**src/rtl/right_shift_seq_if.sv**
```systemverilog
// ============================================================================
// Module   : right_shift_seq_if
// Purpose  : Start/busy/done handshake and operand/result bus for right_shift_seq.
// Revision : 1.0  initial release
// ============================================================================
`default_nettype none

interface right_shift_seq_if #(
    parameter int WIDTH    = 16,
    parameter int AMT_BITS = 4
);
    logic                start;
    logic [WIDTH-1:0]    in;
    logic [AMT_BITS-1:0] amt;
    logic                arith;
    logic                busy;
    logic                done;
    logic [WIDTH-1:0]    out;

    modport master (output start, in, amt, arith, input busy, done, out);
    modport slave  (input start, in, amt, arith, output busy, done, out);
endinterface

`default_nettype wire

```
**src/rtl/right_shift_seq.sv**
```systemverilog
// ============================================================================
// Module   : right_shift_seq
// Purpose  : Multi-cycle logical/arithmetic right shifter, one bit per clock.
// Revision : 1.0  initial release
// ============================================================================
`default_nettype none

module right_shift_seq #(
    parameter int WIDTH    = 16,
    parameter int AMT_BITS = 4
) (
    input  wire logic         clk,
    input  wire logic         rst_n,
    right_shift_seq_if.slave  bus
);

    typedef enum logic [1:0] {
        S_IDLE  = 2'd0,
        S_SHIFT = 2'd1,
        S_DONE  = 2'd2
    } state_t;

    state_t              r_state;
    state_t              w_state_nxt;
    logic [WIDTH-1:0]    r_sreg;
    logic [WIDTH-1:0]    r_out;
    logic [AMT_BITS-1:0] r_cnt;
    logic                r_fill;

    logic                w_accept;
    logic                w_amt_zero;
    logic                w_last;
    logic [WIDTH-1:0]    w_shifted;

    // Start is only honoured when no operation is in flight.
    assign w_accept   = bus.start && ((r_state == S_IDLE) || (r_state == S_DONE));
    assign w_amt_zero = (bus.amt == '0);
    assign w_last     = (r_cnt == AMT_BITS'(1));
    assign w_shifted  = {r_fill, r_sreg[WIDTH-1:1]};

    always_ff @(posedge clk) begin
        if (!rst_n) begin
            r_state <= S_IDLE;
        end else begin
            r_state <= w_state_nxt;
        end
    end

    always_comb begin
        w_state_nxt = r_state;
        case (r_state)
            S_IDLE, S_DONE: begin
                w_state_nxt = S_IDLE;
                if (w_accept) begin
                    w_state_nxt = w_amt_zero ? S_DONE : S_SHIFT;
                end
            end
            S_SHIFT: begin
                if (w_last) begin
                    w_state_nxt = S_DONE;
                end
            end
            default: w_state_nxt = S_IDLE;
        endcase
    end

    always_ff @(posedge clk) begin
        if (!rst_n) begin
            r_sreg <= '0;
            r_cnt  <= '0;
            r_fill <= 1'b0;
            r_out  <= '0;
        end else if (w_accept) begin
            r_sreg <= bus.in;
            r_cnt  <= bus.amt;
            r_fill <= bus.arith & bus.in[WIDTH-1];
            if (w_amt_zero) begin
                r_out <= bus.in;
            end
        end else if (r_state == S_SHIFT) begin
            r_sreg <= w_shifted;
            r_cnt  <= r_cnt - AMT_BITS'(1);
            // Result register only sees the final value, never intermediate shifts.
            if (w_last) begin
                r_out <= w_shifted;
            end
        end
    end

    assign bus.busy = (r_state == S_SHIFT);
    assign bus.done = (r_state == S_DONE);
    assign bus.out  = r_out;

endmodule

`default_nettype wire
```
**src/flat_wrapper.sv**
```systemverilog
// flat-port wrapper written by rule: the top's interface ports become plain ports
module right_shift_seq_flat 
#(
    parameter int WIDTH    = 16,
    parameter int AMT_BITS = 4
)
  (clk, rst_n, bus_start, bus_in, bus_amt, bus_arith, bus_busy, bus_done, bus_out);
  right_shift_seq_if #(.WIDTH(WIDTH), .AMT_BITS(AMT_BITS)) bus_i ();
  input  wire logic clk;
  input  wire logic rst_n;
  input wire logic [$bits(bus_i.start)-1:0] bus_start;
  input wire logic [$bits(bus_i.in)-1:0] bus_in;
  input wire logic [$bits(bus_i.amt)-1:0] bus_amt;
  input wire logic [$bits(bus_i.arith)-1:0] bus_arith;
  output wire logic [$bits(bus_i.busy)-1:0] bus_busy;
  output wire logic [$bits(bus_i.done)-1:0] bus_done;
  output wire logic [$bits(bus_i.out)-1:0] bus_out;
  assign bus_i.start = bus_start;
  assign bus_i.in = bus_in;
  assign bus_i.amt = bus_amt;
  assign bus_i.arith = bus_arith;
  assign bus_busy = bus_i.busy;
  assign bus_done = bus_i.done;
  assign bus_out = bus_i.out;
  right_shift_seq #(.WIDTH(WIDTH), .AMT_BITS(AMT_BITS)) u_core (.clk(clk), .rst_n(rst_n), .bus(bus_i));
endmodule
```
**config.mk**
```make
export PLATFORM = sky130hd
export DESIGN_NAME = right_shift_seq_flat
export DESIGN_NICKNAME = d
export VERILOG_FILES = /design/src/rtl/right_shift_seq_if.sv /design/src/rtl/right_shift_seq.sv /design/src/flat_wrapper.sv
export SDC_FILE = /design/constraint.sdc
export NUM_CORES = 1
export LEC_CHECK = 0
export BUFFER_PORTS_ARGS = -buffer_cell sky130_fd_sc_hd__clkbuf_2
export CAP_MARGIN = 25
export CORE_MARGIN = 3
export CORE_UTILIZATION = 53
export CTS_BUF_LIST = sky130_fd_sc_hd__clkbuf_4 sky130_fd_sc_hd__clkbuf_8 sky130_fd_sc_hd__clkbuf_16
export DETAILED_ROUTE_END_ITERATION = 7
export PLACE_DENSITY = 0.79
export RECOVER_POWER = 25
export SYNTH_ARGS = -nofsm -noshare
export SYNTH_HDL_FRONTEND = slang
export SYNTH_SLANG_ARGS = --single-unit
export TNS_END_PERCENT = 20
```
**constraint.sdc**
```tcl
create_clock -name clk -period 1.9 [get_ports clk]
set_input_delay 0 -clock clk [delete_from_list [all_inputs] [get_ports clk]]
set_output_delay 0 -clock clk [all_outputs]
set_load 0.01 [all_outputs]
```
== Word level (Yosys, flattened, before mapping) ==
Cells that the tools add are included.

* Bits in writable memories: 0
* Word-level logic and storage cells: 32
* Memories: 0
* Flip-flop bits (word level): 39
* Memory bits (read-only): 0
* Latch bits: 0

* Reduce and logical (&&, ||, !) cells: 8
* Add/sub/neg operators: 1
* Muxes and demuxes: 12
* $mul: 0
* Magnitude comparators: 0
* Shift operators: 0
* Divide/modulo/power cells: 0
* Equality and inequality tests: 5
* Bitwise operators: 1

{| class="wikitable"
|+ Operators by type and width
! operator !! number
|-
| 16-bit 2-to-1 mux || 6
|-
| 4-bit 2-to-1 mux || 2
|-
| 2-bit 2-to-1 mux || 3
|-
| 4-bit by 1-bit equality test with 1-bit output, second input constant || 1
|-
| 4-bit zero test || 1
|-
| 2-bit one-hot mux with 2 select lines || 1
|-
| 2-bit nonzero test || 2
|-
| 4-bit by 1-bit subtractor with 4-bit output, second input constant || 1
|-
| 3-bit AND reduction || 1
|-
| 2-bit by 1-bit equality test with 1-bit output, second input constant || 1
|-
| 2-bit equality test, second input constant || 1
|-
| 2-bit zero test || 1
|-
| 2-bit by 1-bit != test with 1-bit output, second input constant || 1
|-
| 2-bit != test, second input constant || 1
|-
| 2-bit OR reduction || 1
|-
| 1-bit AND || 1
|-
| 1-bit logical AND || 1
|-
| 1-bit logical OR || 1
|}

== Longest topological paths before layout ==
* Word-level depth: 5
* Mapped depth: 7
* Depth with buffers taken out: 5

== Worst setup path before layout ==
No wires, ideal clock.

* Path kind: register to register
* Start: register u_core.r_cnt[1]
* End: register u_core.r_out[3], in the netlist u_core.bus.out[3]
* Setup slack: 491 ps
* Arrival time: 1,269 ps
* Buffers on the path: 2
* Stages on the path, launching flop included: 8
* Path through: dfxtp_1 -> inv_1 -> ha_1 -> nor3b_4 -> a22o_1 -> buf_6 -> buf_12 -> a211oi_2

* Word-level cells in the longest chain between the ends: 3

{| class="wikitable"
|+ Ends and longest elaborated chain
! element !! line !! source
|-
| start, declared || right_shift_seq.sv:27 || <nowiki>logic [AMT_BITS-1:0] r_cnt;</nowiki>
|-
| start signal, assigned || right_shift_seq.sv:75 || <nowiki>r_cnt <= bus.amt;</nowiki>
|-
| start signal, assigned || right_shift_seq.sv:82 || <nowiki>r_cnt <= r_cnt - AMT_BITS'(1);</nowiki>
|-
| 4-bit by 1-bit equality test with 1-bit output || right_shift_seq.sv:38 || <nowiki>assign w_last = (r_cnt == AMT_BITS'(1));</nowiki>
|-
| 2-bit nonzero test (no line) || n/a ||
|-
| 3-bit AND reduction (no line) || n/a ||
|-
| end signal, assigned || right_shift_seq.sv:78 || <nowiki>r_out <= bus.in;</nowiki>
|-
| end signal, assigned || right_shift_seq.sv:85 || <nowiki>r_out <= w_shifted;</nowiki>
|-
| end, declared || right_shift_seq.sv:26 || <nowiki>logic [WIDTH-1:0] r_out;</nowiki>
|}

Every way passes these cells.
A chain may end at the register's enable or synchronous reset.

== Worst setup path in the final report ==
* Start: register u_core.r_state[0]
* End: output port bus_busy

* Word-level cells in the longest chain between the ends: 1

{| class="wikitable"
|+ Ends and longest elaborated chain
! element !! line !! source
|-
| start, declared || right_shift_seq.sv:23 || <nowiki>state_t r_state;</nowiki>
|-
| start signal, assigned || right_shift_seq.sv:45 || <nowiki>r_state <= w_state_nxt;</nowiki>
|-
| 2-bit by 1-bit equality test with 1-bit output || right_shift_seq.sv:90 || <nowiki>assign bus.busy = (r_state == S_SHIFT);</nowiki>
|-
| end, declared || flat_wrapper.sv:15 || <nowiki>output wire logic [$bits(bus_i.busy)-1:0] bus_busy;</nowiki>
|}

Every way passes these cells.

==> reports/metrics.cfg <==
[run]
maxCapViolCount=0

[routing]
dr.pass1.iters=5
num_vias=1549
drt-total-wl_um=4220
drc=0
antenna_left=0
drtIter0Drc=72
avgViaCountPerCell=6.027
wl_per_cell_um=16.42

[final_layout]
final_layout_size_suffix_gt1_share_pct=27.23
multiInputGateArea_um2=898.4
nFillCells=274
final_cell_mix=38 x dfxtp_1, 27 x clkbuf_2, 20 x a211oi_1, 17 x nor3_1, 16 x a221oi_1
seq_area_um2=760.7
areaGrowthSynthToFinish_pct=16.83
final_nets=238
final_common_cell=dfxtp_1
antenna_cells=0
fin_cells=257

[power_and_ir_drop]
pwr-share-comb_pct=23.2
power_density_mw_per_mm2=858.1
power.switching_uw=551.0
internal-power_mw=1.238
vdd_ir_drop_max_uv=541.3
leakagePower_nw=0.7775
p_clk_share_pct=25.5
seq_power_share_pct=51.4
switching_share_pct=30.81

[setup_path]
required_ns=1.90
r2r-end=u_core.bus.out[0]$_SDFFE_PN0P_
cp-start-kind=flip-flop
cp-startpoint=u_core.r_state[0]$_SDFFE_PN0P_
r2r_slack_ns=0.32
crit_fanout=37
r2r_cells=5
cp.arrival_ns=1.65
critPathKind=reg2out
r2r-start=u_core.r_state[0]$_SDFFE_PN0P_
cp-endpoint=bus_busy
end_kind=output pin

[hold_path]
hold_class=in2reg
hold_start=bus_amt[0]

[floorplan]
dieArea_mm2=0.004099
die_h_um=64.02
die_w_um=64.02
pin_count=42
rows=20
initial_core_util_pct=57.04
core_mm2=0.003128

[timing]
final_hold_viol_count=0
period_needed_ns=1.652
max_slew_margin_pct=51.98
fin_setup_tns_ns=0
finClkSkew_ns=0.01214
clock.fmax_ghz=0.6053
setup_viol=0
period_share_pct=86.96
rsz0062_at_grt=no
finalMaxSlewViolations=0
worst_pin_slew_ns=0.7193

[global_route]
grt_pass1_wl_um=7086
busiest_layer=met2
antenna_found_initial=0
met3_usage_pct=4.921
gr-usage-met2_pct=36.13
grt.overflow.total=0
grt_pass1_vias=1571
met1_usage_pct=26.75
grtUsageTotal_pct=21.86
grt_max_degree=38

[yosys]
synth_area_leaders=dfxtp_1 43%, a211oi_1 8.4%, mux2i_1 8.4%
yosysSeqAreaShare_pct=42.64
postSynthCellCount=170
synth_area_mm2=0.001784
synth-compound-area-share_pct=28.47
ys_types=34
synthMuxAreaShare_pct=8.415
synthSimpleGateAreaFrac_pct=11.64
synth_top_family_by_area=compound AO/OA/AOI/OAI gates
synthXorXnorAreaFrac_pct=0
synth_nets=196
synth-seq-cells=38
yosys.area_share.adder_pct=1.403
yosysTopAreaCellShare_pct=42.64
ys_warn_count=0
avgSynthCellArea_um2=10.50
synth_largest_area_cell=dfxtp_1

[cts]
clock-sinks=38
cts.clk_slew.worst_paths_ns=0.11
clk_path_buf_depth=2
clk-insertion-delay-late_ns=0.35
postCtsSetupRepairBufs=0
numCtsBuffers=5
htree_levels=2
cts_tree=yes
cts-root-buf=clkbuf_4

[outcome]
status=completed

[placed_design]
gp_congestion=0.8197
dp_hpwl_um=2840
place_inst=245
io_buffers=41

## final cells by class
class,instances,share of cell area (%)
tap,44,2.641
clock buffer,7,2.821
multi-input combinational,109,43.10
inverter,5,0.9004
clock inverter,1,0.2401
sequential,38,36.49
timing repair buffer,53,13.81
## state kept, by name, indices dropped and copies added, names as in the netlist
name / count
u_core.bus.out: 16
u_core.r_sreg: 15
u_core.r_cnt: 4
u_core.r_state: 2
u_core.r_fill: 1
## synth_stat cells, drive strengths merged
cell / instances
a31oi: 2
o22a: 1
buf: 11
a311oi: 1
a211oi: 30
clkbuf: 7
and2: 1
nor4: 1
inv: 5
nor2b: 2
a2bb2oi: 1
nand3b: 2
mux2i: 15
dfxtp: 38
nand2: 3
a22oi: 1
a221oi: 16
nor3: 17
nand2b: 2
a22o: 1
nand3: 2
a32oi: 1
ha: 2
and3b: 1
nor2: 1
nor3b: 1
a211o: 1
a21oi: 4
## stage by stage
step | total power, mW | util [%] | setup WS (ns) | instance area (um2) | hold WS, ns
final | 1.789 | 66.64 | 0.2478 | 2085 | 0.02179
after global routing | 1.888 | 66.64 | 0.09934 | 2085 | 0.04056
after CTS | 1.799 | 67.20 | 0.2369 | 2102 | 0.01471
after detailed placement | 1.348 | 63.88 | 0.3392 | 1998 | 0.2415
after global placement | 1.327 | 63.88 | 0.4244 | 1998 | 0.2493
after floorplan | 1.231 | - | 0.4908 | 1784 | 0.1217
## repair_timing
item / 4_1_cts / 5_1_grt
hold endpoints to repair: 4 / 0
hold buffers: 4 / 0
gates resized for setup: 0 / 0
## power by group through the flow
| stage | sequential [mW] | clock [mW] | combinational (mW) |
|---|---|---|---|
| detailed placement | 0.936 | 0 | 0.412 |
| global route | 0.928 | 0.503 | 0.457 |
| global placement | 0.932 | 0 | 0.395 |
| CTS | 0.918 | 0.459 | 0.422 |
| floorplan | 0.932 | 0 | 0.299 |
| finish | 0.919 | 0.455 | 0.414 |
## worst min path at each step
stage	to	slack, ns	depth (start not counted)
2_1_floorplan	u_core.r_state[1]$_SDFFE_PN0P_	0.12	1
3_3_place_gp	u_core.r_state[1]$_SDFFE_PN0P_	0.25	2
3_5_place_dp	u_core.r_state[1]$_SDFFE_PN0P_	0.24	2
5_1_grt	u_core.r_cnt[2]$_SDFFE_PN0P_	0.04	3
6_report	u_core.r_cnt[0]$_SDFFE_PN0P_	0.02	3
4_1_cts	u_core.r_cnt[0]$_SDFFE_PN0P_	0.01	3
## critical path: stages (launching register included)
cell and delay (ns):
dfxtp_1 0.47, nand2b_2 0.17, inv_1 0.10, buf_4 0.35, clkbuf_2 0.21
## routing by layer
metal / wire (um) / part of all wire, %
met3: 241 / 5.7
met2: 2098 / 50
met1: 1814 / 43
met4: 65 / 1.5
met5: 0 / 0
## cells by family after synthesis
logic type / Yosys count
AO/OA/AOI/OAI: 59
flip-flops: 38
AND/OR/NAND/NOR: 33
buffers and inverters: 23
multiplexers: 15
adder cells (fa/ha/maj): 2
No activity file was read; power rests on OpenSTA's default activity.
